## src/rtl/freq_meter_pkg.sv

```systemverilog
// Shared types and constants for the frequency meter, display scanner and keypad entry.
// Also hosts the double-dabble digit adjust step used by the iterative converter.
package freq_meter_pkg;

    typedef enum logic [1:0] {
        IDLE = 2'd0,
        GATE = 2'd1,
        CONV = 2'd2,
        DONE = 2'd3
    } state_t;

    localparam int unsigned BCD_DIGITS  = 6;
    localparam int unsigned BIN_W       = 20;
    localparam int unsigned BCD_W       = 4 * BCD_DIGITS;
    localparam int unsigned CONV_CYCLES = BIN_W;
    localparam int unsigned CONV_CNT_W  = $clog2(CONV_CYCLES);

    // Add 3 to every BCD digit >= 5 so the following left shift carries correctly.
    function automatic logic [BCD_W-1:0] bcd_adjust(input logic [BCD_W-1:0] bcd);
        logic [BCD_W-1:0] r;
        r = bcd;
        for (int i = 0; i < int'(BCD_DIGITS); i++) begin
            if (r[4*i +: 4] >= 4'd5) begin
                r[4*i +: 4] = r[4*i +: 4] + 4'd3;
            end
        end
        return r;
    endfunction

endpackage

```

## src/rtl/bin2bcd_seq.sv

```systemverilog
// Iterative double-dabble: one adjust+shift per cycle, BIN_W cycles per conversion.
// The first iteration happens on the start cycle; done pulses once the result is final.
module bin2bcd_seq
    import freq_meter_pkg::*;
(
    input  logic             clkin,
    input  logic             rst_n,
    input  logic             start,
    input  logic [BIN_W-1:0] bin,
    output logic             done,
    output logic [BCD_W-1:0] bcd
);

    localparam int unsigned SR_W = BCD_W + BIN_W;

    logic [SR_W-1:0]       sreg_q;
    logic [SR_W-1:0]       src_c;
    logic [SR_W-1:0]       step_c;
    logic [CONV_CNT_W-1:0] iter_q;
    logic                  busy_q;
    logic                  done_q;

    // One double-dabble step; start seeds the shift register with the binary input.
    always_comb begin
        src_c  = start ? {BCD_W'(0), bin} : sreg_q;
        step_c = {bcd_adjust(src_c[SR_W-1 -: BCD_W]), src_c[BIN_W-1:0]} << 1;
    end

    always_ff @(posedge clkin or negedge rst_n) begin
        if (!rst_n) begin
            sreg_q <= '0;
            iter_q <= '0;
            busy_q <= 1'b0;
            done_q <= 1'b0;
        end else begin
            done_q <= 1'b0;
            if (start) begin
                sreg_q <= step_c;
                iter_q <= CONV_CNT_W'(1);
                busy_q <= 1'b1;
            end else if (busy_q) begin
                sreg_q <= step_c;
                iter_q <= iter_q + CONV_CNT_W'(1);
                if (iter_q == CONV_CNT_W'(CONV_CYCLES - 1)) begin
                    busy_q <= 1'b0;
                    done_q <= 1'b1;
                end
            end
        end
    end

    assign done = done_q;
    assign bcd  = sreg_q[SR_W-1 -: BCD_W];

endmodule

```

## src/rtl/freq_meter.sv

```systemverilog
// Gated rising-edge counter for an asynchronous input, with saturating count and
// sequential BCD conversion; result format matches the keypad frequency word.
module freq_meter
    import freq_meter_pkg::*;
#(
    parameter int unsigned CLK_HZ      = 50_000_000,
    parameter int unsigned GATE_CYCLES = CLK_HZ,
    parameter int unsigned MAX_COUNT   = 999_999
) (
    input  logic             clkin,
    input  logic             rst_n,
    input  logic             sig_in,
    input  logic             meas_en,
    output logic [BCD_W-1:0] bcd_out,
    output logic             valid,
    output logic             overflow,
    output logic             busy
);

    localparam int unsigned GATE_W = (GATE_CYCLES > 1) ? $clog2(GATE_CYCLES) : 1;
    localparam logic [GATE_W-1:0] GATE_LAST = GATE_W'(GATE_CYCLES - 1);
    localparam logic [BIN_W-1:0]  MAX_BIN   = BIN_W'(MAX_COUNT);
    localparam logic [CONV_CNT_W-1:0] CONV_LAST = CONV_CNT_W'(CONV_CYCLES - 1);

    state_t                state_q;
    state_t                state_c;
    logic                  s1_q, s2_q, s3_q;
    logic                  rise_c;
    logic [GATE_W-1:0]     gate_cnt_q;
    logic [BIN_W-1:0]      edge_cnt_q;
    logic                  ovf_q;
    logic [CONV_CNT_W-1:0] conv_cnt_q;
    logic                  gate_last_c;
    logic                  clear_c;
    logic                  count_c;
    logic                  conv_start_c;
    logic                  load_c;
    logic                  busy_c;
    logic                  conv_done;
    logic [BCD_W-1:0]      conv_bcd;

    // Two-flop synchronizer plus a third flop for rising-edge detection.
    always_ff @(posedge clkin or negedge rst_n) begin
        if (!rst_n) begin
            s1_q <= 1'b0;
            s2_q <= 1'b0;
            s3_q <= 1'b0;
        end else begin
            s1_q <= sig_in;
            s2_q <= s1_q;
            s3_q <= s2_q;
        end
    end

    assign rise_c      = s2_q & ~s3_q;
    assign gate_last_c = (gate_cnt_q == GATE_LAST);

    always_ff @(posedge clkin or negedge rst_n) begin
        if (!rst_n) begin
            state_q <= IDLE;
        end else begin
            state_q <= state_c;
        end
    end

    // Dropping meas_en aborts a gate or conversion; DONE always completes its update.
    always_comb begin
        state_c = state_q;
        case (state_q)
            IDLE: if (meas_en) state_c = GATE;
            GATE: begin
                if (!meas_en)         state_c = IDLE;
                else if (gate_last_c) state_c = CONV;
            end
            CONV: begin
                if (!meas_en)                     state_c = IDLE;
                else if (conv_cnt_q == CONV_LAST) state_c = DONE;
            end
            DONE:    state_c = meas_en ? GATE : IDLE;
            default: state_c = IDLE;
        endcase
    end

    always_comb begin
        clear_c      = (state_c == GATE) && (state_q != GATE);
        count_c      = (state_q == GATE);
        conv_start_c = (state_q == CONV) && (conv_cnt_q == '0);
        load_c       = (state_q == DONE) && conv_done;
        busy_c       = (state_c == GATE) || (state_c == CONV);
    end

    // Gate timing, saturating edge count and conversion cycle count.
    always_ff @(posedge clkin or negedge rst_n) begin
        if (!rst_n) begin
            gate_cnt_q <= '0;
            edge_cnt_q <= '0;
            ovf_q      <= 1'b0;
            conv_cnt_q <= '0;
        end else begin
            if (clear_c) begin
                gate_cnt_q <= '0;
                edge_cnt_q <= '0;
                ovf_q      <= 1'b0;
            end else if (count_c) begin
                gate_cnt_q <= gate_cnt_q + GATE_W'(1);
                if (rise_c) begin
                    if (edge_cnt_q >= MAX_BIN) ovf_q <= 1'b1;
                    else                       edge_cnt_q <= edge_cnt_q + BIN_W'(1);
                end
            end
            conv_cnt_q <= (state_q == CONV) ? conv_cnt_q + CONV_CNT_W'(1) : '0;
        end
    end

    bin2bcd_seq u_bin2bcd (
        .clkin (clkin),
        .rst_n (rst_n),
        .start (conv_start_c),
        .bin   (edge_cnt_q),
        .done  (conv_done),
        .bcd   (conv_bcd)
    );

    // Result registers only change on a completed conversion.
    always_ff @(posedge clkin or negedge rst_n) begin
        if (!rst_n) begin
            bcd_out  <= '0;
            overflow <= 1'b0;
            valid    <= 1'b0;
            busy     <= 1'b0;
        end else begin
            valid <= load_c;
            busy  <= busy_c;
            if (load_c) begin
                bcd_out  <= conv_bcd;
                overflow <= ovf_q;
            end
        end
    end

endmodule
```

## config.mk

```make
export PLATFORM = sky130hd
export DESIGN_NAME = freq_meter
export DESIGN_NICKNAME = d
export VERILOG_FILES = /design/src/rtl/freq_meter_pkg.sv /design/src/rtl/bin2bcd_seq.sv /design/src/rtl/freq_meter.sv
export SDC_FILE = /design/constraint.sdc
export NUM_CORES = 1
export LEC_CHECK = 0
export CORE_ASPECT_RATIO = 1.5
export CORE_MARGIN = 2
export CORE_UTILIZATION = 45
export DETAILED_ROUTE_END_ITERATION = 12
export PLACE_DENSITY = 0.62
export SLEW_MARGIN = 20
export SYNTH_ARGS = -nofsm -noshare
export SYNTH_HDL_FRONTEND = slang
export SYNTH_SLANG_ARGS = --single-unit
```

## constraint.sdc

```tcl
create_clock -name clkin -period 6.4 [get_ports clkin]
set_input_delay 0.64 -clock clkin [delete_from_list [all_inputs] [get_ports clkin]]
set_output_delay 0.64 -clock clkin [all_outputs]
set_load 0.01 [all_outputs]
```

**Word-level counts from Yosys, hierarchy flattened**

Index checks and enable logic that the tools add are counted.

- Shifts and indexed selects: 0
- $mul: 0
- Divide/modulo/power cells: 0
- Magnitude comparators: 7
- Add/subtract/negate cells: 10
- Equal/unequal tests: 10
- Reductions and logical operators: 12
- Mux-type cells: 35
- Bitwise gates (word level): 2

Operator list:

| kind | number |
|---|---|
| $mux 44 | 3 |
| $mux 20 | 4 |
| $mux 26 | 2 |
| $add 26x1->26 const B | 1 |
| $eq 26x26->1 const B | 1 |
| $ge 4x3->1 const B | 6 |
| $add 20x1->20 const B | 1 |
| $add 4x2->4 const B | 5 |
| $ge 20x20->1 const B | 1 |
| $mux 4 | 5 |
| $mux 5 | 3 |
| $mux 1 | 11 |
| $add 5x1->5 const B | 2 |
| $eq 5x5->1 const B | 2 |
| $mux 2 | 5 |
| $pmux 2 s4 | 1 |
| $reduce_bool 2->1 | 4 |
| $eq 2x2->1 const B | 3 |
| $reduce_and 3->1 | 2 |
| $logic_not 5->1 | 1 |
| $eq 2x1->1 const B | 2 |
| $add 3x2->3 const B | 1 |
| $logic_and 1x1->1 | 3 |
| $mux 3 | 1 |
| other kinds (6) | 6 |

- Logic and storage cells: 92
- Bits in read-only memories: 0
- Flip-flop bits (word level): 135
- Memory bits (writable): 0
- Input bits: 4
- Bits in latches: 0
- Memories: 0
- Output and inout port bits: 27

**Longest topological paths before layout**

- Depth after elaboration: 8
- Gate-level depth with buffers: 12
- Depth with buffers taken out: 11

**By module**

A second synthesis with hierarchy kept.

- Cell total of the unflattened synthesis: 688
- Area total of the unflattened synthesis: 6812.8 sq um

By module, submodules not included:

| module | cells each | seq. area each (sq um) | times used | area each (sq um) |
|---|---|---|---|---|
| freq_meter | 358 | 2102.0 | 1 | 3841.2 |
| bin2bcd_seq | 330 | 1251.2 | 1 | 2971.6 |

**Worst setup path before layout**

No wires, ideal clock.

- Path type: reg2reg
- From: register gate_cnt_q[0]
- To: register gate_cnt_q[23]
- Path buffers: 2
- Setup time: 0.097 ns
- Cell stages (with the launch flop): 13
- Arrival time: 2.403 ns
- Slack: 3.901 ns
- Clock period less this slack: 2.499 ns
- Data required time: 6.303 ns
- Path through: dfrtp_1 -> ha_1 -> nand4b_1 -> nor2_1 -> nand3_1 -> nor3_1 -> o21ai_0 -> ha_1 -> nand2_1 -> clkbuf_1 -> buf_1 -> o211ai_1 -> o31ai_1

- Longest elaborated chain between the ends: 7
- Elaborated cells between the ends (all ways): 10

Ends and longest elaborated chain:

| item | RTL line | RTL |
|---|---|---|
| from (decl) | freq_meter.sv:29 | `logic [GATE_W-1:0] gate_cnt_q;` |
| from (signal assigned) | freq_meter.sv:105 | `gate_cnt_q <= gate_cnt_q + GATE_W'(1);` |
| $eq 26x26->1 | freq_meter.sv:56 | `assign gate_last_c = (gate_cnt_q == GATE_LAST);` |
| $mux 2 | freq_meter.sv:73 | `else if (gate_last_c) state_c = CONV;` |
| $mux 2 | freq_meter.sv:72 | `if (!meas_en) state_c = IDLE;` |
| $pmux 2 s4 | freq_meter.sv:69 | `case (state_q)` |
| $eq 2x1->1 | freq_meter.sv:85 | `clear_c = (state_c == GATE) && (state_q != GATE);` |
| $logic_and 1x1->1 | freq_meter.sv:85 |  |
| $mux 26 or $reduce_bool 2->1 (tied branches) | n/a |  |

Parallel ways exist; a longest one is shown, timed or not. The select of a mux whose other input is x is not followed.
A chain may end at the register's enable or synchronous reset.

**Worst setup path in the final report**

- From: register gate_cnt_q[0]
- To: register edge_cnt_q[2]

- Longest elaborated chain between the ends: 8
- Elaborated cells between the ends (all ways): 11

Ends and longest elaborated chain:

| item | RTL line | RTL |
|---|---|---|
| $eq 26x26->1 * | freq_meter.sv:56 |  |
| $mux 2 * | freq_meter.sv:73 |  |
| $mux 2 * | freq_meter.sv:72 |  |
| $pmux 2 s4 * | freq_meter.sv:69 |  |
| $eq 2x1->1 * | freq_meter.sv:85 |  |
| $logic_and 1x1->1 * | freq_meter.sv:85 |  |
| $ne 2x2->1 (no source line) or $reduce_bool 2->1 (tied branches) | n/a |  |
| $reduce_and 3->1 (no source line) | n/a |  |
| to (signal assigned) | freq_meter.sv:108 | `else edge_cnt_q <= edge_cnt_q + BIN_W'(1);` |
| to (decl) | freq_meter.sv:30 | `logic [BIN_W-1:0] edge_cnt_q;` |

Every way passes the cells marked *; elsewhere a longest branch is shown, timed or not.

==> results.py <==
metrics = {
    "status": {
        "outcome": "finished, final reports clean",
    },
    "setup_path": {
        "critical-path-slowest-cell": "nand2_1",
        "crit_family": "simple AND/OR/NAND/NOR gates",
        "max_stage_delay_ns": 0.72,
        "cp-end-kind": "flop",
        "cp.required_ns": 6.72,
        "crit_chain": "ha_1 -> nand4b_1 -> nor2_1 -> nand3_1 -> nor3_1 -> o21ai_0 -> ha_1 -> nand2_1 -> o211ai_1 -> o31ai_1",
        "reg2reg_slack_ns": 3.31,
        "start_kind": "flop",
        "crit_fanout": 29,
        "path_class": "reg -> reg",
        "path_buf_inv": 0,
        "cp.arrival_ns": 3.41,
        "cpMostUsedCell": "ha_1",
    },
    "drt": {
        "drc_errors": 0,
        "num_vias": 4736,
        "firstDrtPassIters": 5,
        "vias_per_cell": 5.41,
        "dr.first_iter.drc_count": 257,
        "postRouteWirelength_um": 12400,
        "wl_per_cell_um": 14.1,
        "ant_nets": 0,
    },
    "sta": {
        "drv_slew": 0,
        "rsz0062_at_grt": "false",
        "fin_setup_tns_ns": 0,
        "fin_crit_ns": 3.09,
        "clock_skew_ns": 0.00939,
        "finalSetupViolCount": 0,
        "worst_pin_slew_ns": 0.976,
        "final.period_utilization_pct": 48.3,
        "hold_viol_final": 0,
        "slew-limit-headroom_pct": 34.8,
        "timing.fmax_mhz": 324,
    },
    "synth": {
        "ys_top_cells_by_area": "dfrtp_1, o21ai_0, nand2_1",
        "yosysTopAreaCellShare_pct": 52.3,
        "ys_warn_count": 0,
        "ys_seq_area_share_pct": 52.3,
        "synth_top_area_cell": "dfrtp_1",
        "synth_nets": 668,
        "synth_area_sq_um": 6410,
        "ys_ff_latch": 134,
        "synth_cell_types": 42,
        "synth_area_per_cell_sq_um": 9.93,
        "syn_inst": 646,
    },
    "place": {
        "place.gp.congestion": 0.841,
        "portBuffers": 30,
        "dp_hpwl_um": 8280,
        "place_area_sq_um": 6870,
    },
    "power_and_ir_drop": {
        "powerDensity_nw_per_um2": 267,
        "vdd_drop_max_uv": 158,
        "leakage_nw": 3.27,
    },
    "floorplan": {
        "die-height_um": 150,
        "rows": 53,
        "dieWidth_um": 101,
        "num_io_pins": 31,
        "initial_core_util_pct": 45.8,
        "dieArea_sq_um": 15200,
        "core_area_sq_um": 14000,
    },
    "global_routing": {
        "grt-busiest-layer": "met2",
        "grt_pass1_vias": 4775,
        "grt_start_max_net_pins": 76,
        "met3_usage_pct": 3.25,
        "grtUsageTotal_pct": 17.8,
        "met2_usage_pct": 31.9,
        "grtUsageMet1_pct": 20.3,
        "grt_overflow": 0,
        "grt_first_pass_wirelength_um": 21700,
        "antenna_found_initial": 0,
    },
    "final_layout": {
        "drive_gt1_share_pct": 8.92,
        "final_util_pct": 54.0,
        "fillers": 1224,
        "layout.nets": 693,
        "synthToLayoutAreaGrowth_pct": 17.9,
        "final_cell_area_sq_um": 7560,
        "diodes": 0,
    },
    "job": {
        "maxCapViolations": 0,
    },
    "clocking": {
        "root_buffer": "clkbuf_16",
        "numCtsBuffers": 17,
        "cts.sinks": 134,
        "cts_tree": "done",
        "h-tree-depth": 4,
        "postCtsSetupRepairBufs": 0,
        "clk_path_buf_depth": 2,
        "holdBufCountCts": 0,
        "clk_latency_ns": 0.41,
        "path_clk_slew_ns": 0.06,
        "cts_resized": 0,
    },
    "hold_path": {
        "hold_path.class": "in -> async",
    },
}
cells in the final DEF, fill, tap and decap left out, types with 13 or more instances in the layout:
cell type        netlist  layout
mux2i_1               28      28
mux2_2                19      19
clkbuf_16              0      17
ha_1                  18      18
nand4_1               13      13
xnor2_1               22      22
o21ai_0               65      65
clkdlybuf4s50_1        0      29
a21oi_1               29      29
inv_1                 24      24
nand2b_1              14      14
nor2_1                39      39
dfrtp_1              134     133
nand3_1               46      46
nand2_1               80      80
path summary, 6_finish.rpt:
| kind | from | end | cells past startpoint |
|---|---|---|---|
| worst min register to register | s1_q | s2_q | 0 |
| worst min-delay path | rst_n | bcd_out[23] | 1 |
| worst max-delay path | gate_cnt_q[0] | edge_cnt_q[2] | 10 |
| max in group asynchronous | rst_n | u_bin2bcd.busy_q | 2 |
| worst max register to register | gate_cnt_q[0] | edge_cnt_q[2] | 10 |
| min in group clkin | s1_q | s2_q | 0 |
layer usage:
layer | up-vias | part of all wire (%)
li1 | 2327 | -
met2 | 74 | 54
met1 | 2319 | 43
met5 | - | 0
met3 | 16 | 2.6
met4 | 0 | 1.3
registers in the layout, summed over array words and instances, names as in the netlist, 2 cells and up:
signal and flops:
edge_cnt_q 20, state_q 2, bcd_out 24, gate_cnt_q 26, conv_cnt_q 5, u_bin2bcd.sreg_q 43
u_bin2bcd.iter_q 5
metrics by stage:
stage | power, mW | hold slack (ns) | cells | setup WS, ns
2_1_floorplan | 0.904 | 0.331 | 646 | 3.90
3_3_place_gp | 0.930 | 0.340 | 843 | 3.29
3_5_place_dp | 0.932 | 0.352 | 843 | 3.16
4_1_cts | 2.05 | 0.269 | 875 | 3.14
5_1_grt | 2.10 | 0.307 | 876 | 2.91
6_report | 2.02 | 0.255 | 876 | 3.31
cells in the mapped netlist, drive strengths merged:
library cell / instances
dfrtp: 134
nand2: 80
o21ai: 65
nand3: 46
nor2: 39
a21oi: 29
mux2i: 28
clkbuf: 27
inv: 24
xnor2: 22
mux2: 19
ha: 18
nand2b: 14
nand4: 13
nor4: 11
o31ai: 11
o211ai: 8
nor3: 6
or3: 6
xor2: 6
o22ai: 5
a21o: 4
and3: 3
and4: 3
nor4b: 3
or4: 3
and2: 2
buf: 2
nand4b: 2
nor2b: 2
o21a: 2
a22o: 1
a31oi: 1
and4b: 1
nand3b: 1
nand4bb: 1
nor3b: 1
nor4bb: 1
o21bai: 1
or2: 1
logic make-up (layout without fill, tap and decap cells):
kind of cell / Yosys count / count (layout) / synth area share, %
multiplexers: 47 / 47 / 7.71
AND/OR/NAND/NOR: 239 / 239 / 18.4
XOR/XNOR: 28 / 28 / 3.82
AO/OA/AOI/OAI: 127 / 127 / 11.1
flip-flops: 134 / 134 / 52.3
adder cells (fa/ha/maj): 18 / 18 / 3.51
buffers and inverters: 53 / 91 / 3.22
power by group:
part / leakage [nW] / total [mW] / switching [mW] / internal (mW)
registers: 1.85 / 0.870 / 0.0122 / 0.858
clock network: 0.325 / 1.10 / 0.352 / 0.749
logic: 1.09 / 0.0457 / 0.0340 / 0.0117
final cells by class:
| type | count | area (sq um) | area share (%) |
|---|---|---|---|
| Tap cell | 192 | 240 | 3.18 |
| Inverter | 24 | 90.1 | 1.19 |
| Multi-Input combinational cell | 459 | 2860 | 37.8 |
| Sequential cell | 134 | 3350 | 44.4 |
| Timing Repair Buffer | 35 | 343 | 4.53 |
| Clock buffer | 19 | 453 | 5.99 |
| Clock inverter | 13 | 226 | 2.99 |
Note: power is estimated with default switching activity, not from simulation.
